`config.mk`:
```
export PLATFORM = sky130hd
export DESIGN_NAME = uart_rx_os16
export DESIGN_NICKNAME = d
export VERILOG_FILES = /design/src/rtl/uart_rx_os16.sv
export SDC_FILE = /design/constraint.sdc
export NUM_CORES = 1
export LEC_CHECK = 0
export CORE_MARGIN = 5
export CORE_UTILIZATION = 60
export CTS_BUF_LIST = sky130_fd_sc_hd__clkbuf_4
export DETAILED_ROUTE_END_ITERATION = 12
export PLACE_DENSITY = 0.89
export SYNTH_ARGS = -nofsm -noshare
export SYNTH_HDL_FRONTEND = slang
export SYNTH_SLANG_ARGS = --single-unit
export TNS_END_PERCENT = 20
```
`constraint.sdc`:
```
create_clock -name clk -period 5.3 [get_ports clk]
set_input_delay 0.53 -clock clk [delete_from_list [all_inputs] [get_ports clk]]
set_output_delay 0.53 -clock clk [all_outputs]
set_load 0.01 [all_outputs]
```
`src/rtl/uart_rx_os16.sv`:
```
// -----------------------------------------------------------------------------
// uart_rx_os16
//   UART receiver that oversamples the line at 16x the baud rate. Each bit is
//   decided by a majority vote over three mid-bit samples, and an optional
//   parity bit can be checked. The baud tick generator is built in. The status
//   and data interface matches the existing receiver, so the two can be swapped.
//
// Parameters
//   CLK_FREQ   system clock frequency in Hz
//   PARITY_EN  1 = frame carries a parity bit between D7 and stop
//   PARITY_ODD 1 = odd parity, 0 = even (ignored when PARITY_EN = 0)
//
// Ports
//   clk       system clock, rising edge
//   rst       asynchronous active-low reset
//   rx_en     receiver enable; low aborts any frame and forces IDLE
//   baud_sel  00=9600 01=19200 10=57600 11=115200, latched at start detect
//   rx_in     serial line, idle high, asynchronous to clk
//   RX_DATA   data byte of the last completed frame (error frames included)
//   rx_valid  one-cycle pulse: error-free frame completed
//   rx_error  one-cycle pulse: frame completed with framing/parity error
//   rx_ferr   sticky stop-bit failure flag, cleared by the next rx_valid
//   rx_perr   sticky parity mismatch flag, cleared by the next rx_valid
//   rx_bussy  high while the receiver is not IDLE
// -----------------------------------------------------------------------------
module uart_rx_os16 #(
  parameter int CLK_FREQ   = 32'd50_000_000,
  parameter bit PARITY_EN  = 1'b0,
  parameter bit PARITY_ODD = 1'b0
) (
  input  logic       clk,
  input  logic       rst,
  input  logic       rx_en,
  input  logic [1:0] baud_sel,
  input  logic       rx_in,
  output logic [7:0] RX_DATA,
  output logic       rx_valid,
  output logic       rx_error,
  output logic       rx_ferr,
  output logic       rx_perr,
  output logic       rx_bussy
);

  // Clocks per oversample tick for each baud rate (integer-truncated)
  localparam int DIV_9600   = CLK_FREQ / (32'd9600   * 32'd16);
  localparam int DIV_19200  = CLK_FREQ / (32'd19200  * 32'd16);
  localparam int DIV_57600  = CLK_FREQ / (32'd57600  * 32'd16);
  localparam int DIV_115200 = CLK_FREQ / (32'd115200 * 32'd16);

  // The slowest rate has the largest divisor and sets the counter width
  localparam int CNT_W = $clog2(DIV_9600 + 32'd1);

  localparam logic [CNT_W-1:0] DM1_9600   = CNT_W'(DIV_9600   - 32'd1);
  localparam logic [CNT_W-1:0] DM1_19200  = CNT_W'(DIV_19200  - 32'd1);
  localparam logic [CNT_W-1:0] DM1_57600  = CNT_W'(DIV_57600  - 32'd1);
  localparam logic [CNT_W-1:0] DM1_115200 = CNT_W'(DIV_115200 - 32'd1);
  localparam logic [CNT_W-1:0] CNT_ZERO   = CNT_W'(32'd0);
  localparam logic [CNT_W-1:0] CNT_ONE    = CNT_W'(32'd1);

  typedef enum logic [2:0] {
    ST_IDLE   = 3'd0,
    ST_START  = 3'd1,
    ST_DATA   = 3'd2,
    ST_PARITY = 3'd3,
    ST_STOP   = 3'd4
  } state_t;

  // Two-of-three majority
  function automatic logic maj3(input logic a, input logic b, input logic c);
    return (a & b) | (a & c) | (b & c);
  endfunction

  // Even-parity bit of a byte (XOR reduction)
  function automatic logic parity8(input logic [7:0] d);
    return ^d;
  endfunction

  logic [1:0]       sync_r;
  logic             rxs_s;
  state_t           state_r;
  logic [1:0]       baud_r;
  logic [CNT_W-1:0] tick_cnt_r;
  logic [3:0]       samp_r;
  logic             s7_r;
  logic             s8_r;
  logic [7:0]       shreg_r;
  logic [2:0]       bit_cnt_r;
  logic             perr_frame_r;
  logic             wait_high_r;
  logic [CNT_W-1:0] div_m1_s;
  logic             tick_s;
  logic             decide_s;
  logic             vote_s;

  // Two-flop synchronizer for the asynchronous line, reset to the idle level
  always_ff @(posedge clk or negedge rst) begin
    if (!rst) begin
      sync_r <= 2'b11;
    end else begin
      sync_r <= {sync_r[0], rx_in};
    end
  end

  assign rxs_s = sync_r[1];

  // Terminal count for the baud rate latched at start detect
  always_comb begin
    div_m1_s = DM1_9600;
    case (baud_r)
      2'b00:   div_m1_s = DM1_9600;
      2'b01:   div_m1_s = DM1_19200;
      2'b10:   div_m1_s = DM1_57600;
      2'b11:   div_m1_s = DM1_115200;
      default: div_m1_s = DM1_9600;
    endcase
  end

  // Tick strobe, bit decision strobe (10th tick of a bit) and the bit vote
  always_comb begin
    tick_s   = 1'b0;
    decide_s = 1'b0;
    if ((state_r != ST_IDLE) && (tick_cnt_r == div_m1_s)) begin
      tick_s = 1'b1;
    end else begin
      tick_s = 1'b0;
    end
    // Sample counter holds the pre-increment tick index, so 9 marks the 10th tick
    if (tick_s && (samp_r == 4'd9)) begin
      decide_s = 1'b1;
    end else begin
      decide_s = 1'b0;
    end
    vote_s = maj3(s7_r, s8_r, rxs_s);
  end

  // Tick counter: held at 0 in IDLE, so the first tick lands DIV clocks after T0
  always_ff @(posedge clk or negedge rst) begin
    if (!rst) begin
      tick_cnt_r <= CNT_ZERO;
    end else if (!rx_en || (state_r == ST_IDLE)) begin
      tick_cnt_r <= CNT_ZERO;
    end else if (tick_s) begin
      tick_cnt_r <= CNT_ZERO;
    end else begin
      tick_cnt_r <= tick_cnt_r + CNT_ONE;
    end
  end

  // Sample counter: position within the current bit, in ticks, wrapping 15->0
  always_ff @(posedge clk or negedge rst) begin
    if (!rst) begin
      samp_r <= 4'd0;
    end else if (!rx_en || (state_r == ST_IDLE)) begin
      samp_r <= 4'd0;
    end else if (tick_s) begin
      samp_r <= samp_r + 4'd1;
    end
  end

  // Capture the 8th and 9th tick samples; the 10th is taken live in the vote
  always_ff @(posedge clk or negedge rst) begin
    if (!rst) begin
      s7_r <= 1'b1;
      s8_r <= 1'b1;
    end else if (tick_s && (samp_r == 4'd7)) begin
      s7_r <= rxs_s;
    end else if (tick_s && (samp_r == 4'd8)) begin
      s8_r <= rxs_s;
    end
  end

  // Frame state machine with registered data, pulses and sticky flags
  always_ff @(posedge clk or negedge rst) begin
    if (!rst) begin
      state_r      <= ST_IDLE;
      baud_r       <= 2'b00;
      shreg_r      <= 8'h00;
      bit_cnt_r    <= 3'd0;
      perr_frame_r <= 1'b0;
      wait_high_r  <= 1'b0;
      RX_DATA      <= 8'h00;
      rx_valid     <= 1'b0;
      rx_error     <= 1'b0;
      rx_ferr      <= 1'b0;
      rx_perr      <= 1'b0;
      rx_bussy     <= 1'b0;
    end else begin
      rx_valid <= 1'b0;
      rx_error <= 1'b0;
      if (!rx_en) begin
        // Abort takes priority over any completion decided this cycle
        state_r  <= ST_IDLE;
        rx_bussy <= 1'b0;
      end else begin
        case (state_r)
          ST_IDLE: begin
            if (wait_high_r) begin
              // After a break, the line must return high before re-arming
              if (rxs_s) begin
                wait_high_r <= 1'b0;
              end
            end else if (!rxs_s) begin
              state_r      <= ST_START;
              baud_r       <= baud_sel;
              perr_frame_r <= 1'b0;
              rx_bussy     <= 1'b1;
            end
          end
          ST_START: begin
            if (decide_s) begin
              if (vote_s) begin
                // Glitch shorter than half a bit: drop silently
                state_r  <= ST_IDLE;
                rx_bussy <= 1'b0;
              end else begin
                state_r   <= ST_DATA;
                bit_cnt_r <= 3'd0;
              end
            end
          end
          ST_DATA: begin
            if (decide_s) begin
              shreg_r   <= {vote_s, shreg_r[7:1]};
              bit_cnt_r <= bit_cnt_r + 3'd1;
              if (bit_cnt_r == 3'd7) begin
                if (PARITY_EN) begin
                  state_r <= ST_PARITY;
                end else begin
                  state_r <= ST_STOP;
                end
              end
            end
          end
          ST_PARITY: begin
            if (decide_s) begin
              perr_frame_r <= (vote_s != (parity8(shreg_r) ^ PARITY_ODD));
              state_r      <= ST_STOP;
            end
          end
          ST_STOP: begin
            if (decide_s) begin
              // Leave at the stop-bit decision so a back-to-back start is caught
              RX_DATA  <= shreg_r;
              state_r  <= ST_IDLE;
              rx_bussy <= 1'b0;
              if (vote_s && !perr_frame_r) begin
                rx_valid <= 1'b1;
                rx_ferr  <= 1'b0;
                rx_perr  <= 1'b0;
              end else begin
                rx_error <= 1'b1;
                if (!vote_s) begin
                  rx_ferr     <= 1'b1;
                  wait_high_r <= 1'b1;
                end
                if (perr_frame_r) begin
                  rx_perr <= 1'b1;
                end
              end
            end
          end
          default: begin
            state_r  <= ST_IDLE;
            rx_bussy <= 1'b0;
          end
        endcase
      end
    end
  end

endmodule

```
==> reports/results.tsv <==
metric	value	unit
drt_iter0_markers	221	
min_period_over_period	55.7	%
cp_max_fo	12	
period_needed	2.95	ns
grt_usage	19.7	%
ios	19	
gr-total-overflow	0	
coreArea	0.00400	mm^2
viasPerCell	5.98	
dr.pass1.iters	5	
drv_cap	0	
p_per_area	288	mW/mm^2
tns	0	ns
grt_setup_unrepaired	no	
path_cells	inv_1, ha_1, xnor2_1, o211ai_2, a211o_1, nor4_4, mux2_2	
grt_max_degree	49	
io_buffers	18	
synth_edf_count	0	
ys_ff_latch	48	
drc	0	
r2r_slack	2.35	ns
ctsResizeCount	0	
cp.depth	7	
detail-route-antenna-nets	0	
crit_path_max_incr_delay	0.80	ns
die_h	74.3	um
syn_area	0.00248	mm^2
critical_path_class	reg -> reg	
insertion_delay	0.36	ns
fill_cells	292	
gp_congestion	0.827	
syn_to_final_growth	10.9	%
yosysSeqAreaShare	48.7	%
timing.rr.start	baud_r[1]	
cts_buffers	5	
start_util	61.9	%
rows	23	
crit_family	simple AND/OR/NAND/NOR gates	
nNetsFinal	252	
layout_common_cells	dfrtp_1, clkdlybuf4s50_1, nor2_1, xnor2_1, mux2_2	
whs	0.335	ns
worst-path-buf-inv	1	
clockBufferDepth	2	
final_util	68.7	%
die_area	0.00551	mm^2
r2r-end	shreg_r[2]	
layout-drive-gt1-share	18.6	%
hold_viol	0	
netlist_instances	220	
clockRootBuffer	clkbuf_4	
slew_headroom	32.7	%
synth_cell_type_count	45	
slew_viol_final	0	
critPathLaunch	baud_r[1]	
rr_worst_depth	7	
yosysWarnings	0	
cp-start-kind	flip-flop	
ctsHoldBuffers	0	
postCtsSetupBuffers	0	
ys_async_sr_fraction	100	%
arrival	3.21	ns
die_w	74.3	um
synth_fp_nets	236	
post-dp-hpwl	3220	um
synth_ff_type	dfrtp_1	
end_kind	flip-flop	
grt_pass1_wl	8210	um
fmax	339	MHz
peakVddDrop	0.196	mV
cts.clk_slew.worst_paths	0.13	ns
finalClockSkew	0.0100	ns
worst_slew_pin_slew	1.01	ns
layout_commonest_cell	dfrtp_1	
syn_avg_cell_area	11.3	um^2
total_power	791	uW
antenna_found_initial	0	
cp_slowest_cell	nor4_4	
cp.required	5.55	ns
setup_viol	0	
hp-class	in -> async	
vias	1715	
wl_per_cell	16.1	um
cts_tree	done	
cts_sinks	48	
antenna_cells	0	
status	complete, no violations	
grt_pass1_vias	1715	
p_leak	1.19	nW
htree_levels	2	
totalWireLength	4630	um
[metrics by stage]
step	cells	instance area [um^2]	setup slack, ns
2_1_floorplan	220	2480	3.05
5_1_grt	287	2750	2.14
3_5_place_dp	279	2670	2.36
3_3_place_gp	279	2670	2.48
6_report	287	2750	2.35
4_1_cts	287	2750	2.34
[logic make-up after synthesis]
group           share of synthesized area [%]
fa+ha+maj                                5.45
xor+xnor                                 7.07
mux                                      11.4
buf+inv                                  3.03
simple gates                             16.2
flops                                    48.7
compound gates                           8.13
[registers in the layout (all words and copies together) (netlist names)]
name	cells
tick_cnt_r	9
RX_DATA	8
shreg_r	8
samp_r	4
bit_cnt_r	3
state_r	3
baud_r	2
sync_r	2
perr_frame_r	1
rx_bussy	1
rx_error	1
rx_ferr	1
rx_perr	1
rx_valid	1
s7_r	1
s8_r	1
wait_high_r	1
[area by class of cell]
| type | count | area (um^2) | area share [%] |
|---|---|---|---|
| Sequential cell | 48 | 1210 | 43.9 |
| Multi-Input combinational cell | 156 | 1200 | 43.6 |
| Timing Repair Buffer | 18 | 175 | 6.38 |
| Tap cell | 50 | 62.6 | 2.28 |
| Clock buffer | 6 | 45.0 | 1.64 |
| Clock inverter | 2 | 35.0 | 1.28 |
| Inverter | 7 | 26.3 | 0.957 |
[where the power goes]
group	leakage [nW]	switching (mW)	internal (mW)	total (mW)
logic	0.499	0.107	0.0649	0.172
clock network	0.0456	0.111	0.104	0.215
registers	0.649	0.0233	0.381	0.404
total	1.19	0.241	0.550	0.791
[cell usage after synthesis, types with 2 or more instances]
cell,n,share of area (%)
dfrtp_1,44,44
nor2_1,16,2.4
xnor2_1,16,5.7
mux2_2,14,6.4
nand2_1,13,2.0
nand3_1,13,2.6
ha_1,10,5.1
o21ai_0,8,1.6
inv_1,7,1.1
mux2_4,7,4.2
nor3_1,7,1.4
a21oi_1,6,1.2
nand4_1,5,1.3
and3_1,4,1.0
clkbuf_1,4,0.61
dfstp_2,4,4.2
xor2_1,4,1.4
buf_2,3,0.61
nor2b_1,3,0.76
a21o_1,2,0.61
a22o_1,2,0.71
mux2i_1,2,0.81
nand3_2,2,0.81
o41ai_1,2,0.71
or3_1,2,0.50
[worst max path at each step]
stage / endpoint / slack (ns)
finish: shreg_r[2] / 2.35
global route: shreg_r[2] / 2.14
CTS: shreg_r[2] / 2.34
detailed placement: shreg_r[2] / 2.36
global placement: shreg_r[2] / 2.48
floorplan: shreg_r[0] / 3.05
[metal layers]
metal  part of all wire, %  routed length, um  up-vias  global-route usage [%]
li1                      -                  -      802                       -
met1                    41               1890      820                    25.9
met2                    50               2300       80                    31.2
met3                   7.6                350       13                    5.95
met4                   2.0                 91        0                    6.52
met5                     0                  0        -                       0
Power figures use the tool's default switching activity.
